==> src/rtl/core_mutex_bank_if.sv <==
// Avalon-MM slave bus bundle between the interconnect and the mutex bank.
interface core_mutex_bank_if;
    logic [4:0]  address;
    logic        chipselect;
    logic        read;
    logic        write;
    logic [31:0] writedata;
    logic [31:0] readdata;

    modport master (output address, chipselect, read, write, writedata, input readdata);
    modport slave  (input address, chipselect, read, write, writedata, output readdata);
endinterface

==> src/rtl/core_mutex_bank.sv <==
// Bank of owner/value hardware mutexes with per-mutex lease timeout, sticky
// expiry flags, first-boot flag and a level interrupt, behind one Avalon-MM slave.
module core_mutex_bank #(
    parameter int          NUM_MUTEX    = 8,
    parameter int          OWNER_W      = 16,
    parameter int          VALUE_W      = 16,
    parameter int          TIMEOUT_W    = 16,
    parameter int unsigned INIT_TIMEOUT = 0
) (
    input  logic             clk,
    input  logic             reset,
    core_mutex_bank_if.slave bus,
    output logic             irq
);
    localparam logic [4:0] ADDR_RESET   = 5'd16;
    localparam logic [4:0] ADDR_TIMEOUT = 5'd17;
    localparam logic [4:0] ADDR_STATUS  = 5'd18;
    localparam logic [4:0] ADDR_IRQ_EN  = 5'd19;
    localparam logic [TIMEOUT_W-1:0] TIMEOUT_INIT = TIMEOUT_W'(INIT_TIMEOUT);
    localparam logic [TIMEOUT_W-1:0] LEASE_ONE    = TIMEOUT_W'(1);

    logic [OWNER_W-1:0]   owner_q [NUM_MUTEX];
    logic [VALUE_W-1:0]   value_q [NUM_MUTEX];
    logic [TIMEOUT_W-1:0] lease_q [NUM_MUTEX];
    logic [NUM_MUTEX-1:0] expired_q;
    logic [NUM_MUTEX-1:0] held;
    logic [NUM_MUTEX-1:0] accept;
    logic [NUM_MUTEX-1:0] expire_now;
    logic [NUM_MUTEX-1:0] w1c_mask;
    logic [TIMEOUT_W-1:0] timeout_q;
    logic                 irq_en_q;
    logic                 reset_reg_q;
    logic [31:0]          rd_data_p0;
    logic [31:0]          rd_data_p1;
    logic                 wr_en;
    logic                 rd_en;
    logic [OWNER_W-1:0]   wr_owner;
    logic [VALUE_W-1:0]   wr_value;
    logic                 unused_wdata;

    assign wr_en        = bus.chipselect & bus.write;
    assign rd_en        = bus.chipselect & bus.read;
    assign wr_owner     = bus.writedata[16 +: OWNER_W];
    assign wr_value     = bus.writedata[VALUE_W-1:0];
    assign unused_wdata = ^bus.writedata;
    assign w1c_mask     = (wr_en && bus.address == ADDR_STATUS) ? bus.writedata[NUM_MUTEX-1:0] : '0;

    // A write is judged against the pre-edge state, so an accepted write on
    // the expiry edge pre-empts the auto-release.
    always_comb begin
        held       = '0;
        accept     = '0;
        expire_now = '0;
        for (int i = 0; i < NUM_MUTEX; i++) begin
            held[i]       = (value_q[i] != '0);
            accept[i]     = wr_en && (bus.address == 5'(i)) &&
                            ((value_q[i] == '0) || (owner_q[i] == wr_owner));
            expire_now[i] = (value_q[i] != '0) && (lease_q[i] == LEASE_ONE);
        end
    end

    always_comb begin
        rd_data_p0 = '0;
        for (int i = 0; i < NUM_MUTEX; i++) begin
            if (bus.address == 5'(i)) begin
                rd_data_p0[16 +: OWNER_W]   = owner_q[i];
                rd_data_p0[VALUE_W-1:0]     = value_q[i];
            end
        end
        case (bus.address)
            ADDR_RESET:   rd_data_p0[0] = reset_reg_q;
            ADDR_TIMEOUT: rd_data_p0[TIMEOUT_W-1:0] = timeout_q;
            ADDR_STATUS: begin
                rd_data_p0[16 +: NUM_MUTEX]  = held;
                rd_data_p0[NUM_MUTEX-1:0]    = expired_q;
            end
            ADDR_IRQ_EN:  rd_data_p0[0] = irq_en_q;
            default: ;
        endcase
    end

    // Stage p0 -> p1: register state updates and the read-data word.
    always_ff @(posedge clk) begin
        if (reset) begin
            for (int i = 0; i < NUM_MUTEX; i++) begin
                owner_q[i] <= '0;
                value_q[i] <= '0;
                lease_q[i] <= '0;
            end
            expired_q   <= '0;
            timeout_q   <= TIMEOUT_INIT;
            irq_en_q    <= 1'b0;
            reset_reg_q <= 1'b1;
            rd_data_p1  <= '0;
        end else begin
            for (int i = 0; i < NUM_MUTEX; i++) begin
                if (accept[i]) begin
                    owner_q[i] <= wr_owner;
                    value_q[i] <= wr_value;
                    lease_q[i] <= (wr_value != '0) ? timeout_q : '0;
                end else if (expire_now[i]) begin
                    owner_q[i] <= '0;
                    value_q[i] <= '0;
                    lease_q[i] <= '0;
                end else if (held[i] && (lease_q[i] > LEASE_ONE)) begin
                    lease_q[i] <= lease_q[i] - LEASE_ONE;
                end
            end
            // A fresh expiry beats a same-edge clear of that flag.
            expired_q <= (expired_q & ~w1c_mask) | (expire_now & ~accept);
            if (wr_en && bus.address == ADDR_TIMEOUT) timeout_q <= bus.writedata[TIMEOUT_W-1:0];
            if (wr_en && bus.address == ADDR_IRQ_EN)  irq_en_q <= bus.writedata[0];
            if (wr_en && bus.address == ADDR_RESET)   reset_reg_q <= 1'b0;
            if (rd_en) rd_data_p1 <= rd_data_p0;
        end
    end

    assign bus.readdata = rd_data_p1;
    assign irq          = (|expired_q) & irq_en_q;
endmodule

==> src/flat_wrapper.sv <==
// flat-port wrapper written by rule: the top's interface ports become plain ports
module core_mutex_bank_flat 
#(
    parameter int          NUM_MUTEX    = 8,
    parameter int          OWNER_W      = 16,
    parameter int          VALUE_W      = 16,
    parameter int          TIMEOUT_W    = 16,
    parameter int unsigned INIT_TIMEOUT = 0
)
  (clk, reset, irq, bus_address, bus_chipselect, bus_read, bus_write, bus_writedata, bus_readdata);
  core_mutex_bank_if bus_i ();
  input  logic clk;
  input  logic reset;
  output logic irq;
  input wire logic [$bits(bus_i.address)-1:0] bus_address;
  input wire logic [$bits(bus_i.chipselect)-1:0] bus_chipselect;
  input wire logic [$bits(bus_i.read)-1:0] bus_read;
  input wire logic [$bits(bus_i.write)-1:0] bus_write;
  input wire logic [$bits(bus_i.writedata)-1:0] bus_writedata;
  output wire logic [$bits(bus_i.readdata)-1:0] bus_readdata;
  assign bus_i.address = bus_address;
  assign bus_i.chipselect = bus_chipselect;
  assign bus_i.read = bus_read;
  assign bus_i.write = bus_write;
  assign bus_i.writedata = bus_writedata;
  assign bus_readdata = bus_i.readdata;
  core_mutex_bank #(.NUM_MUTEX(NUM_MUTEX), .OWNER_W(OWNER_W), .VALUE_W(VALUE_W), .TIMEOUT_W(TIMEOUT_W), .INIT_TIMEOUT(INIT_TIMEOUT)) u_core (.clk(clk), .reset(reset), .bus(bus_i), .irq(irq));
endmodule
==> config.mk <==
export PLATFORM = sky130hd
export DESIGN_NAME = core_mutex_bank_flat
export DESIGN_NICKNAME = d
export VERILOG_FILES = /design/src/rtl/core_mutex_bank_if.sv /design/src/rtl/core_mutex_bank.sv /design/src/flat_wrapper.sv
export SDC_FILE = /design/constraint.sdc
export NUM_CORES = 1
export LEC_CHECK = 0
export BUFFER_PORTS_ARGS = -buffer_cell sky130_fd_sc_hd__buf_2
export CORE_MARGIN = 4
export CORE_UTILIZATION = 55
export CTS_CLUSTER_SIZE = 14
export DETAILED_ROUTE_END_ITERATION = 12
export GPL_ROUTABILITY_DRIVEN = 0
export HOLD_SLACK_MARGIN = 0.06
export PLACE_DENSITY = 0.8
export SLEW_MARGIN = 20
export SYNTH_ARGS = -nofsm -noshare
export SYNTH_HDL_FRONTEND = slang
export SYNTH_SLANG_ARGS = --single-unit
==> constraint.sdc <==
create_clock -name clk -period 3.2 [get_ports clk]
set_clock_uncertainty 0.05 [all_clocks]
set_input_delay 0.32 -clock clk [delete_from_list [all_inputs] [get_ports clk]]
set_output_delay 0.32 -clock clk [all_outputs]
set_load 0.05 [all_outputs]
Word-level counts from Yosys, hierarchy flattened
Memory sizes are Yosys's and may differ from the RTL's.
Index checks and enable logic that the tools add are counted.
W data, S select, Z words.
{ "op_classes": {"n_addsub": 8, "order_cmp": 8, "eq_ne": 27, "muxes": 168, "n_bitwise": 64, "reduce_logical": 63} }
{ "op_table": {"columns": ["op", "count"], "rows": [
  ["$mux W16", 57],
  ["$mux W32", 8],
  ["$reduce_bool A16 Y1", 9],
  ["$eq A16 B1 Y1 const B", 8],
  ["$eq A16 B16 Y1", 8],
  ["$gt A16 B1 Y1 const B", 8],
  ["$logic_not A16 Y1", 8],
  ["$sub A16 B1 Y16 const B", 8],
  ["$mux W1", 98],
  ["$or A1 B1 Y1", 56],
  ["$logic_and A1 B1 Y1", 36],
  ["$mux W8", 3],
  ["$eq A5 B3 Y1 const B", 4],
  ["$eq A5 B5 Y1 const B", 4],
  ["$and A8 B8 Y8", 2],
  ["$not A8 Y8", 2],
  ["$pmux W7 S2", 1],
  ["$eq A5 B2 Y1 const B", 2],
  ["$logic_or A1 B1 Y1", 8],
  ["$or A8 B8 Y8", 1],
  ["$reduce_or A8 Y1", 1],
  ["$eq A5 B1 Y1 const B", 1],
  ["$logic_not A5 Y1", 1],
  ["$pmux W1 S4", 1],
  ["$and A1 B1 Y1", 3]
]} }
{ "totals": {"register_bits": 58, "ram_bits": 384, "in_bits": 42, "output_inout_bits": 33, "word_cells": 346, "n_memories": 3} }
{ "mem_list": {"columns": ["memory", "depth", "word_bits", "rd", "rd_ports_with_merged_regs", "wr", "line", "source"], "rows": [
  ["u_core.lease_q", 8, 16, 8, 0, 8, "core_mutex_bank.sv:24", "logic [TIMEOUT_W-1:0] lease_q [NUM_MUTEX];"],
  ["u_core.owner_q", 8, 16, 8, 0, 8, "core_mutex_bank.sv:22", "logic [OWNER_W-1:0] owner_q [NUM_MUTEX];"],
  ["u_core.value_q", 8, 16, 8, 0, 8, "core_mutex_bank.sv:23", "logic [VALUE_W-1:0] value_q [NUM_MUTEX];"]
]} }

Depth between registers and ports, before layout
{ "logic_depth": {"ltp_word": 10, "depth_mapped": 10} }

Least setup slack after synthesis
Ideal clock, no wire load.
{ "synth_timing": {"path_type": "flip-flop to flip-flop", "from": "memory u_core.lease_q[4][2], in the netlist u_core.lease_q[0][66]", "to": "memory u_core.lease_q[4][0], in the netlist u_core.lease_q[0][64] (enable)", "arrival_ns": 2.976, "t_required_ns": 2.775, "path_slack_ns": -0.200, "path_stages_with_launch": 7, "period_less_slack_ns": 3.400, "cell_sequence": "edfxtp_1 -> or4_1 -> nor3_1 -> and3_1 -> and4b_1 -> or3_1 -> nand2b_1"} }
{ "synth_lines": {"columns": ["item", "line"], "rows": [
  ["start, declared", "core_mutex_bank.sv:24"]
]} }

==> results.cfg <==
[run_status]
status = finished, final reports clean

[sta]
max-slew-margin-rel_pct = 49.6
min_period_ns = 2.92
max_freq_mhz = 343
maxSlewViolCount = 0
grt_setup_unrepaired = no
tightestPinTransition_ns = 0.753
holdWs_ns = 0.0903
tns_ns = 0
hold_viol_final = 0
finalSetupViolCount = 0
period_share_pct = 91.2

[logic_synthesis]
yosys_warnings = 0
syn_area_um2 = 23200
yosys_most_used_dff = edfxtp_1
synth_seq_area_share_pct = 54.6
synth_fp_nets = 2202
synth_async_sr_flop_share_pct = 0
synth_top_area_share_pct = 49.6
synth_area_leader_cell = edfxtp_1
ys_top_cells_by_area = edfxtp_1 (50%), and2_1 (7.2%), xor2_1 (5.7%)
yosysUniqueCellTypes = 69
ys_ff_latch = 442
synth_edf_count = 384
syn_area_per_cell_um2 = 10.8
syn-instance-count = 2144

[global_routing]
grt_usage_pct = 31.2
antenna_found_initial = 2
grt_pass1_wl_um = 109000
grt_overflow_total = 0
grt_max_degree = 66
grt_pass1_vias = 18000

[power]
vdd_ir_drop_max_uv = 347
total_power_w = 0.0159
p_leak_nw = 9.51
powerDensity_nw_per_um2 = 608

[routing]
wirelength_um = 72300
first_pass_iters = 10
via_per_inst = 6.75
wl_per_cell_um = 26.1
drtAntennaViolNets = 0
drt_iter0_markers = 3474
drcViolationCount = 0
vias = 18700

[setup_path]
path_cells = nor4_1 -> nand4_1 -> and2_1 -> nand3_1 -> or3b_2 -> nand2b_1 -> buf_12
reg2reg_slack_ns = 0.28
cp.required_ns = 3.50
reg2reg_from = u_core.value_q[1][9]
critPathLaunch = u_core.value_q[1][9]
cpLargestDelayFamily = simple AND/OR/NAND/NOR gates
reg2regPathDepth = 7
cp-end-kind = flop
path_class = reg -> reg
path_buf_inv = 1
cp-start-kind = flop
worst-path-max-fanout = 16
reg2reg_to = u_core.lease_q[0][30]
cp_slowest_cell = nor4_1
cp.arrival_ns = 3.22
critPathMaxStageDelay_ns = 0.59

[clock_tree]
clockRootBuffer = clkbuf_16
cts_buffers = 44
cts_buffer_depth = 3
post_cts.repair.setup_buffers = 0
cts_tree = yes
cts_sinks = 442
path_clk_slew_ns = 0.06
htree_levels = 2
clk_latency_ns = 0.59

[cells_and_area]
layout_commonest_cell = edfxtp_1
final_cell_area_um2 = 26100
area_growth_pct = 12.2
finalNetCount = 2258
multi_input_area_um2 = 9930
drive_gt1_share_pct = 11.6
seqCellArea_um2 = 12700
layout_common_cells = edfxtp_1 (384), and2_1 (267), xor2_1 (150)
n_fill_cell = 3142
utilization_pct = 62.3

[floorplan]
io_pins = 75
placementRows = 75
core_area_um2 = 41900
fp.dieW_um = 214
start_util_pct = 55.5
fp.dieH_um = 214
die_area_um2 = 45600

[job]
maxCapViolations = 0

[placement]
io_buffers = 74
placed_area_um2 = 24600
dp_hpwl_um = 49100

[worst_hold_path]
holdPathEnd = u_core.timeout_q[15]
worstHoldStart = bus_writedata[15]
hold_path_class = in -> reg
whs_path_depth = 3
-- routing by layer --
layer / up-vias / part of all wire (%) / global-route usage [%]
met3: 237 / 14 / 7.33
li1: 8105 / - / -
met5: - / 0.024 / 0
met4: 2 / 5.4 / 15.6
met1: 8999 / 38 / 43.6
met2: 1397 / 43 / 46.0
-- how the worst max path moves through the flow --
stage | endpoint | cells after the start
6_report | u_core.lease_q[0][30] | 7
5_1_grt | u_core.owner_q[0][60] | 7
4_1_cts | u_core.lease_q[0][29] | 7
3_5_place_dp | u_core.lease_q[0][61] | 9
3_3_place_gp | u_core.owner_q[0][60] | 9
2_1_floorplan | u_core.lease_q[0][16] | 7
-- final cells by class --
cell class	count	share of cell area, %
sequential	442	48.7
multi-input combinational	1518	38.1
clock buffer	63	4.77
timing repair buffer	164	4.66
tap	539	2.59
clock inverter	18	0.758
inverter	30	0.432
antenna	2	0.0192
-- tightest hold or removal path: cells and delay by family --
family / cells / cell delay (ns)
buffers and inverters: 1 / 0.18
AND/OR/NAND/NOR: 1 / 0.12
AO/OA/AOI/OAI: 1 / 0.06
-- synth_stat cells (all sizes together), types with 5 or more instances --
library cell / number
a211o: 8
a211oi: 13
a21o: 5
a21oi: 52
a221oi: 24
a222oi: 23
a22oi: 22
and2: 267
and3: 13
buf: 11
clkbuf: 143
dfxtp: 58
edfxtp: 384
ha: 16
inv: 30
mux2i: 19
nand2: 132
nand2b: 13
nand3: 63
nand3b: 6
nand4: 36
nor2: 106
nor2b: 6
nor3: 52
nor4: 97
nor4b: 5
o2111ai: 6
o211ai: 15
o21ai: 77
o22a: 8
o22ai: 125
or2: 10
or3: 13
or4: 8
xnor2: 87
xor2: 150
-- registers in the layout (all words and copies together), names as in the netlist --
name,flops
u_core.value_q,128
u_core.expired_q,8
u_core.lease_q,128
u_core.owner_q,128
u_core.bus.readdata,32
u_core.reset_reg_q,1
u_core.irq_en_q,1
u_core.timeout_q,16
-- power breakdown --
group          leakage, nW  switching, W  total (W)  internal (W)
Sequential            4.55      0.000555    0.00760       0.00705
Combinational         4.26       0.00178    0.00297       0.00119
Clock                0.703       0.00225    0.00529       0.00303
Total                 9.51       0.00459     0.0159        0.0113
-- stage by stage --
stage | setup WS [ns] | instances
floorplan | 0.0656 | 2144
finish | 0.282 | 2776
detailed placement | 0.291 | 2689
CTS | 0.349 | 2773
global placement | 0.300 | 2689
global route | 0.141 | 2776
-- repair_timing --
action	in CTS	in global routing
endpoints found under the hold margin	3	0
hold buffers	3	0
resized for setup	0	0
endpoints found under the setup margin	0	0
-- cells by family (layout without fill, tap and decap cells) --
| logic type | count (synthesis) | in the layout | synth area share [%] |
|---|---|---|---|
| DFF | 442 | 442 | 54.6 |
| adders and majority gates | 16 | 16 | 0.861 |
| and+or+nand+nor | 841 | 841 | 19.9 |
| other | 0 | 2 | 0 |
| xor gates and xnor gates | 237 | 237 | 8.93 |
| muxes | 19 | 19 | 0.818 |
| buffers and inverters | 184 | 275 | 3.03 |
| AOI/OAI and AO/OA | 405 | 405 | 11.9 |
No activity file was read; power rests on OpenSTA's default activity.
